===== config.mk =====
export PLATFORM = sky130hd
export DESIGN_NAME = player_motion_ctrl_flat
export DESIGN_NICKNAME = d
export VERILOG_FILES = /design/src/rtl/player_motion_ctrl_if.sv /design/src/rtl/player_motion_ctrl.sv /design/src/flat_wrapper.sv
export SDC_FILE = /design/constraint.sdc
export NUM_CORES = 1
export LEC_CHECK = 0
export CAP_MARGIN = 0
export CORE_UTILIZATION = 57
export DETAILED_ROUTE_END_ITERATION = 16
export GPL_TIMING_DRIVEN = 0
export PLACE_DENSITY = 0.83
export SLEW_MARGIN = 5
export SYNTH_ARGS = -nofsm -noshare
export SYNTH_HDL_FRONTEND = slang
export SYNTH_SLANG_ARGS = --single-unit

===== constraint.sdc =====
create_clock -name clk -period 3.28 [get_ports clk]
set_input_delay 0.984 -clock clk [delete_from_list [all_inputs] [get_ports clk]]
set_output_delay 0.984 -clock clk [all_outputs]
set_load 0.02 [all_outputs]

===== src/rtl/player_motion_ctrl_if.sv =====
// Signal bundle between the game logic (master) and player_motion_ctrl (slave):
// controls and collision results in, position and status out.
interface player_motion_ctrl_if;
  logic       frame_tick;
  logic       btn_left;
  logic       btn_right;
  logic       btn_jump;
  logic       restart;
  logic       on_ground;
  logic [9:0] support_y;
  logic       hit_ceiling;
  logic       hit_left_wall;
  logic       hit_right_wall;
  logic       at_goal_region;
  logic       in_lava;
  logic [9:0] player_x;
  logic [9:0] player_y;
  logic       dead;
  logic       won;
  logic       frame_done;
  logic       overrun;

  modport master (
    output frame_tick, btn_left, btn_right, btn_jump, restart,
    output on_ground, support_y, hit_ceiling, hit_left_wall, hit_right_wall,
    output at_goal_region, in_lava,
    input  player_x, player_y, dead, won, frame_done, overrun
  );

  modport slave (
    input  frame_tick, btn_left, btn_right, btn_jump, restart,
    input  on_ground, support_y, hit_ceiling, hit_left_wall, hit_right_wall,
    input  at_goal_region, in_lava,
    output player_x, player_y, dead, won, frame_done, overrun
  );
endinterface


===== src/rtl/player_motion_ctrl.sv =====
// Per-frame player motion: horizontal step, gravity/jump velocity, then pixel-by-pixel
// vertical movement so collision results can be re-sampled after every position change.
module player_motion_ctrl #(
  parameter logic [9:0] START_X  = 10'd20,
  parameter logic [9:0] START_Y  = 10'd344,
  parameter logic [9:0] H_SPEED  = 10'd2,
  parameter logic [4:0] JUMP_VEL = 5'd8,
  parameter logic [4:0] GRAVITY  = 5'd1,
  parameter logic [4:0] MAX_FALL = 5'd6
) (
  input logic                 clk,
  input logic                 rst_n,
  player_motion_ctrl_if.slave bus
);

  localparam logic [9:0]        X_MAX      = 10'd624;
  localparam logic [9:0]        Y_MAX      = 10'd463;
  localparam logic [9:0]        PLAYER_H   = 10'd16;
  localparam logic signed [6:0] MAX_FALL_S = {2'b00, MAX_FALL};
  localparam logic signed [6:0] GRAVITY_S  = {2'b00, GRAVITY};

  typedef enum logic [2:0] {
    IDLE, HMOVE, VINIT, VSTEP, CHECK, DEAD, WON
  } state_e;

  state_e            state_q, state_d;
  logic [9:0]        x_q, x_d;
  logic [9:0]        y_q, y_d;
  logic signed [5:0] vy_q, vy_d;
  logic [4:0]        step_q, step_d;
  logic              left_q, left_d;
  logic              right_q, right_d;
  logic              jump_q, jump_d;
  logic              dead_q, dead_d;
  logic              won_q, won_d;
  logic              done_q, done_d;
  logic              overrun_q, overrun_d;

  logic [10:0]       x_plus;
  logic signed [6:0] vy_grav;
  logic signed [6:0] vy_fall;
  logic signed [6:0] vy_mag;
  logic              grounded;
  logic              busy;

  always_comb begin
    // NOTE: every _d and helper gets a default first, so no path through the case can infer a latch.
    state_d   = state_q;
    x_d       = x_q;
    y_d       = y_q;
    vy_d      = vy_q;
    step_d    = step_q;
    left_d    = left_q;
    right_d   = right_q;
    jump_d    = jump_q;
    dead_d    = dead_q;
    won_d     = won_q;
    overrun_d = overrun_q;
    done_d    = 1'b0;

    x_plus   = {1'b0, x_q} + {1'b0, H_SPEED};
    vy_grav  = $signed({vy_q[5], vy_q}) + GRAVITY_S;
    vy_fall  = (vy_grav > MAX_FALL_S) ? MAX_FALL_S : vy_grav;
    vy_mag   = vy_fall[6] ? -vy_fall : vy_fall;
    grounded = bus.on_ground && !vy_q[5];
    busy     = (state_q == HMOVE) || (state_q == VINIT) ||
               (state_q == VSTEP) || (state_q == CHECK);

    case (state_q)
      IDLE: begin
        if (bus.frame_tick) begin
          left_d  = bus.btn_left;
          right_d = bus.btn_right;
          jump_d  = bus.btn_jump;
          state_d = HMOVE;
        end
      end

      HMOVE: begin
        if (left_q && !right_q && !bus.hit_left_wall) begin
          x_d = (x_q >= H_SPEED) ? x_q - H_SPEED : 10'd0;
        end else if (right_q && !left_q && !bus.hit_right_wall) begin
          x_d = (x_plus > {1'b0, X_MAX}) ? X_MAX : x_plus[9:0];
        end
        state_d = VINIT;
      end

      VINIT: begin
        if (grounded && jump_q) begin
          vy_d    = -$signed({1'b0, JUMP_VEL});
          step_d  = JUMP_VEL;
          state_d = VSTEP;
        end else if (grounded) begin
          vy_d    = '0;
          y_d     = (bus.support_y >= PLAYER_H) ? bus.support_y - PLAYER_H : 10'd0;
          state_d = CHECK;
        end else begin
          vy_d    = vy_fall[5:0];
          step_d  = vy_mag[4:0];
          state_d = (vy_mag == 7'sd0) ? CHECK : VSTEP;
        end
      end

      // The final pixel move goes straight to CHECK; CHECK is the cycle that samples
      // the collision results for that last position.
      VSTEP: begin
        if (step_q == 5'd0) begin
          state_d = CHECK;
        end else if (!vy_q[5]) begin
          if (bus.on_ground) begin
            vy_d    = '0;
            state_d = CHECK;
          end else if (y_q >= Y_MAX) begin
            state_d = CHECK;
          end else begin
            y_d    = y_q + 10'd1;
            step_d = step_q - 5'd1;
            if (step_q == 5'd1) state_d = CHECK;
          end
        end else begin
          if (bus.hit_ceiling || (y_q == 10'd0)) begin
            vy_d    = '0;
            state_d = CHECK;
          end else begin
            y_d    = y_q - 10'd1;
            step_d = step_q - 5'd1;
            if (step_q == 5'd1) state_d = CHECK;
          end
        end
      end

      CHECK: begin
        if (bus.in_lava) begin
          dead_d  = 1'b1;
          state_d = DEAD;
        end else if (bus.at_goal_region && bus.on_ground) begin
          won_d   = 1'b1;
          state_d = WON;
        end else begin
          done_d  = 1'b1;
          state_d = IDLE;
        end
      end

      DEAD, WON: ;

      default: state_d = IDLE;
    endcase

    // Only a tick landing mid-update is an overrun; DEAD/WON simply ignore ticks.
    if (bus.frame_tick && busy) overrun_d = 1'b1;

    if (bus.restart) begin
      state_d = IDLE;
      x_d     = START_X;
      y_d     = START_Y;
      vy_d    = '0;
      step_d  = '0;
      left_d  = 1'b0;
      right_d = 1'b0;
      jump_d  = 1'b0;
      dead_d  = 1'b0;
      won_d   = 1'b0;
      done_d  = 1'b0;
    end
  end

  // NOTE: state is updated with non-blocking assignments so every flop sees pre-edge values.
  always_ff @(posedge clk or negedge rst_n) begin
    if (!rst_n) begin
      state_q   <= IDLE;
      x_q       <= START_X;
      y_q       <= START_Y;
      vy_q      <= '0;
      step_q    <= '0;
      left_q    <= 1'b0;
      right_q   <= 1'b0;
      jump_q    <= 1'b0;
      dead_q    <= 1'b0;
      won_q     <= 1'b0;
      done_q    <= 1'b0;
      overrun_q <= 1'b0;
    end else begin
      state_q   <= state_d;
      x_q       <= x_d;
      y_q       <= y_d;
      vy_q      <= vy_d;
      step_q    <= step_d;
      left_q    <= left_d;
      right_q   <= right_d;
      jump_q    <= jump_d;
      dead_q    <= dead_d;
      won_q     <= won_d;
      done_q    <= done_d;
      overrun_q <= overrun_d;
    end
  end

  assign bus.player_x   = x_q;
  assign bus.player_y   = y_q;
  assign bus.dead       = dead_q;
  assign bus.won        = won_q;
  assign bus.frame_done = done_q;
  assign bus.overrun    = overrun_q;

endmodule

===== src/flat_wrapper.sv =====
// flat-port wrapper written by rule: the top's interface ports become plain ports
module player_motion_ctrl_flat 
#(
  parameter logic [9:0] START_X  = 10'd20,
  parameter logic [9:0] START_Y  = 10'd344,
  parameter logic [9:0] H_SPEED  = 10'd2,
  parameter logic [4:0] JUMP_VEL = 5'd8,
  parameter logic [4:0] GRAVITY  = 5'd1,
  parameter logic [4:0] MAX_FALL = 5'd6
)
  (clk, rst_n, bus_frame_tick, bus_btn_left, bus_btn_right, bus_btn_jump, bus_restart, bus_on_ground, bus_support_y, bus_hit_ceiling, bus_hit_left_wall, bus_hit_right_wall, bus_at_goal_region, bus_in_lava, bus_player_x, bus_player_y, bus_dead, bus_won, bus_frame_done, bus_overrun);
  player_motion_ctrl_if bus_i ();
  input logic clk;
  input logic rst_n;
  input wire logic [$bits(bus_i.frame_tick)-1:0] bus_frame_tick;
  input wire logic [$bits(bus_i.btn_left)-1:0] bus_btn_left;
  input wire logic [$bits(bus_i.btn_right)-1:0] bus_btn_right;
  input wire logic [$bits(bus_i.btn_jump)-1:0] bus_btn_jump;
  input wire logic [$bits(bus_i.restart)-1:0] bus_restart;
  input wire logic [$bits(bus_i.on_ground)-1:0] bus_on_ground;
  input wire logic [$bits(bus_i.support_y)-1:0] bus_support_y;
  input wire logic [$bits(bus_i.hit_ceiling)-1:0] bus_hit_ceiling;
  input wire logic [$bits(bus_i.hit_left_wall)-1:0] bus_hit_left_wall;
  input wire logic [$bits(bus_i.hit_right_wall)-1:0] bus_hit_right_wall;
  input wire logic [$bits(bus_i.at_goal_region)-1:0] bus_at_goal_region;
  input wire logic [$bits(bus_i.in_lava)-1:0] bus_in_lava;
  output wire logic [$bits(bus_i.player_x)-1:0] bus_player_x;
  output wire logic [$bits(bus_i.player_y)-1:0] bus_player_y;
  output wire logic [$bits(bus_i.dead)-1:0] bus_dead;
  output wire logic [$bits(bus_i.won)-1:0] bus_won;
  output wire logic [$bits(bus_i.frame_done)-1:0] bus_frame_done;
  output wire logic [$bits(bus_i.overrun)-1:0] bus_overrun;
  assign bus_i.frame_tick = bus_frame_tick;
  assign bus_i.btn_left = bus_btn_left;
  assign bus_i.btn_right = bus_btn_right;
  assign bus_i.btn_jump = bus_btn_jump;
  assign bus_i.restart = bus_restart;
  assign bus_i.on_ground = bus_on_ground;
  assign bus_i.support_y = bus_support_y;
  assign bus_i.hit_ceiling = bus_hit_ceiling;
  assign bus_i.hit_left_wall = bus_hit_left_wall;
  assign bus_i.hit_right_wall = bus_hit_right_wall;
  assign bus_i.at_goal_region = bus_at_goal_region;
  assign bus_i.in_lava = bus_in_lava;
  assign bus_player_x = bus_i.player_x;
  assign bus_player_y = bus_i.player_y;
  assign bus_dead = bus_i.dead;
  assign bus_won = bus_i.won;
  assign bus_frame_done = bus_i.frame_done;
  assign bus_overrun = bus_i.overrun;
  player_motion_ctrl #(.START_X(START_X), .START_Y(START_Y), .H_SPEED(H_SPEED), .JUMP_VEL(JUMP_VEL), .GRAVITY(GRAVITY), .MAX_FALL(MAX_FALL)) u_core (.clk(clk), .rst_n(rst_n), .bus(bus_i));
endmodule

==> results.md <==
* Clock period minus worst slack at roughly 3200 ps
* # IOs at 47
* Clock Path Buffers at 2
* Sequential area share after synthesis at 0.2748
* H-tree depth at 2
* Met1 usage at 0.4084
* Peak Freq at roughly 320 MHz
* Slowest-stage cell, CP: dfrtp_2
* Final worst path period share at 0.9623
* Vias at 3785
* Initial Util at 0.6055
* Most frequent cells in the layout: 55 x nor2_1, 44 x clkdlybuf4s50_1, 43 x nand2_1, 33 x dfrtp_1, 32 x a21oi_1
* Cell repeated most along the worst path: ha_1
* Clk slew on worst S/H paths at 80 ps
* Hold Fails Final Rpt at 0
* CP Max Fanout at 10
* Syn. warnings at 0
* Die height at 82.24 um
* Worst slew pin tran at 867.1 ps
* Worst slack at placement at -83.57 ps
* Gr ovfl total at 0
* Synth-to-Final Area Change at 20.35%
* Final Instance Area at 4417 um^2
* Syn_nets at 503
* First-pass GRT wire length at between 15000 and 20000 um
* Die X at around 80 um
* Critical path type: flip-flop to flip-flop
* Finished Layout Cells at 594
* MaxCap Viol Count at 0
* Power Total at 2.106 mW
* Post-synthesis sequential element count at 40
* Total CTS buffers at 5
* N_diodes at 0
* Pwr/cell area at between 400 and 500 nW/um^2
* Post-synth EDFFs at 0
* Buffers on Ports at 45
* Met3 usage at 0.05495
* Drt pass-1 iters at 5
* Crit path capture type: flip-flop
* CP arrival at approximately 3300 ps
* DPL Wire Length at 7585 um
* Total wire length at 10260 um
* Placed inst area at about 4200 um^2
* Leakage at 1.868 nW
* Setup ws final at 123.8 ps
* Tightest Hold Check Type: flip-flop to flip-flop
* Syn Inst Count at 460
* Startpoint types: flip-flop
* Mean area per synthesized cell at between 7 and 8 um^2
* CTS tree: built
* Largest net degree at the start of global routing at 24
* Worst-skew pair later-pin latency at 300 ps
* Total negative slack at 0 ps
* Cell Area, Synth at 3670 um^2
* Asr flop ratio synth at 1.000
* Dominant synthesized flop cell: dfrtp_1
* DR DRC count at 0
* Clock tree root buffer cell: clkbuf_8
* CP Cell Sequence: ha_1 > buf_4 > xnor2_4 > nor3_2 > o21ai_2 > and2_1 > ha_1 > and3_1 > o21ai_1 > mux2i_1 > a311oi_2 > a31oi_1 > a211o_1
* Tot GR Track Use at 0.3091
* Nets@finish at 561
* Vias in the first global route at 3433
* Cts hold-fix bufs at 0
* Max Slew Vio Count at 0
* Yosys cell types at 76
* Ratio of cells with drive above 1 in the final layout at 0.1175
* Slowest stage delay, CP at 460 ps
* DR WL/cell at 17.28 um
* Worst vdd rail ir drop at 0.3960 mV
* Die area at about 6800 um^2
* CTS Sinks at 40
* Via density at 6.372
* Core area at 6061 um^2
* Status: finished clean
* Commonest non-fill, non-tap cell in the layout: nor2_1
* M2 GR Usage at 0.5182
* GRT Max-Usage Layer: met2
* Final Skew at slightly below 6 ps
* Final Setup Violations at 0
* RD Place Congestion at 0.9178
* Routed Antenna Nets at 0
* Placed cells at 581
* Initial antenna violation count at 0
* Worst relative slew slack at 0.4138
* CP Data Required Time at 3470 ps
* DRT iter0 DRCs at 272
* Cell row count at 28
stage by stage:
stage / util / hold slack, ps
after floorplan: - / 472.9
after global placement: 0.6953 / 443.1
after detailed placement: 0.6990 / 449.2
after CTS: 0.7168 / 473.1
after global routing: 0.7287 / 502.2
final: 0.7287 / 470.5
where the power goes:
part	leakage [nW]	switching [mW]	internal, mW
clock network	0.0510	0.181	0.168
logic	1.30	0.607	0.457
registers	0.519	0.110	0.584
total	1.87	0.898	1.21
cell usage after synthesis (all sizes together) (5+ instances only):
cell,number,area (um^2)
dfrtp,34,850.8
nand4,5,31.28
a21o,13,100.1
mux2i,9,90.09
dfstp,6,157.7
o21ai,30,150.1
nand2b,12,82.58
clkbuf,12,96.34
nor2b,5,31.28
nor4,5,31.28
xnor2,11,96.34
nand2,44,167.7
a21oi,33,168.9
a31oi,13,81.33
nor3,14,70.07
o31ai,8,60.06
and3,11,68.82
buf,13,85.08
nor2,56,212.7
nand3,13,70.07
inv,15,56.30
and2,7,45.05
ha,19,237.7
routing by layer:
layer  vias to the layer above  routed length (um)
li1                       1813                   -
met1                      1787                4536
met2                       168                4879
met3                        17                 710
met4                         0                 136
met5                         -                   0
sequential cells by signal, summed over array words and instances (netlist names), 3 cells and up:
name                 cells
u_core.state_q           3
u_core.step_q            5
u_core.bus.player_x      9
u_core.bus.player_y     10
u_core.vy_q              6
critical path: cells and delay by family (launching register included):
| family | cells | cell delay [ps] |
|---|---|---|
| XOR/XNOR | 1 | 170 |
| flip-flops | 1 | 460 |
| multiplexers | 1 | 120 |
| AND/OR/NAND/NOR | 3 | 640 |
| buffers and inverters | 1 | 190 |
| adder cells (fa/ha/maj) | 2 | 480 |
| AO/OA/AOI/OAI | 5 | 960 |
worst paths after layout:
| path | from | endpoint | slack (ps) | cells past startpoint |
|---|---|---|---|---|
| min in group asynchronous | rst_n | u_core.bus.player_x[1] | 640 | 1 |
| worst max-delay path | u_core.vy_q[1] | u_core.state_q[1] | 120 | 13 |
| max in group asynchronous | rst_n | u_core.bus.player_y[8] | 2090 | 2 |
| worst min register to register | u_core.bus.overrun | u_core.bus.overrun | 470 | 1 |
| worst min-delay path | u_core.bus.overrun | u_core.bus.overrun | 470 | 1 |
| worst max register to register | u_core.vy_q[1] | u_core.state_q[1] | 120 | 13 |
cell type report:
class	instances	area (um^2)
inverter	15	56.30
buffer	25	183.9
tap	75	93.84
clock buffer	6	82.58
multi-input combinational	380	2470
sequential	40	1010
fill	508	1644
timing repair buffer	51	510.5
clock inverter	2	10.01
cell families after synthesis:
family	after synthesis	share of synthesized area
AOI/OAI and AO/OA	144	0.2673
DFF	40	0.2748
adders and majority gates	20	0.07024
and+or+nand+nor	191	0.2615
other	1	0.001022
xor gates and xnor gates	15	0.03580
buffers and inverters	40	0.06478
muxes	9	0.02455
repair_timing:
action | CTS | global route
setup endpoints to repair | 2 | 3
endpoints found under the hold margin | 0 | 0
gates resized for setup | 2 | 9
setup buffers | 1 | 4
pin swaps | 1 | 2
cloned | 0 | 0
Note: power is estimated with default switching activity, not from simulation.
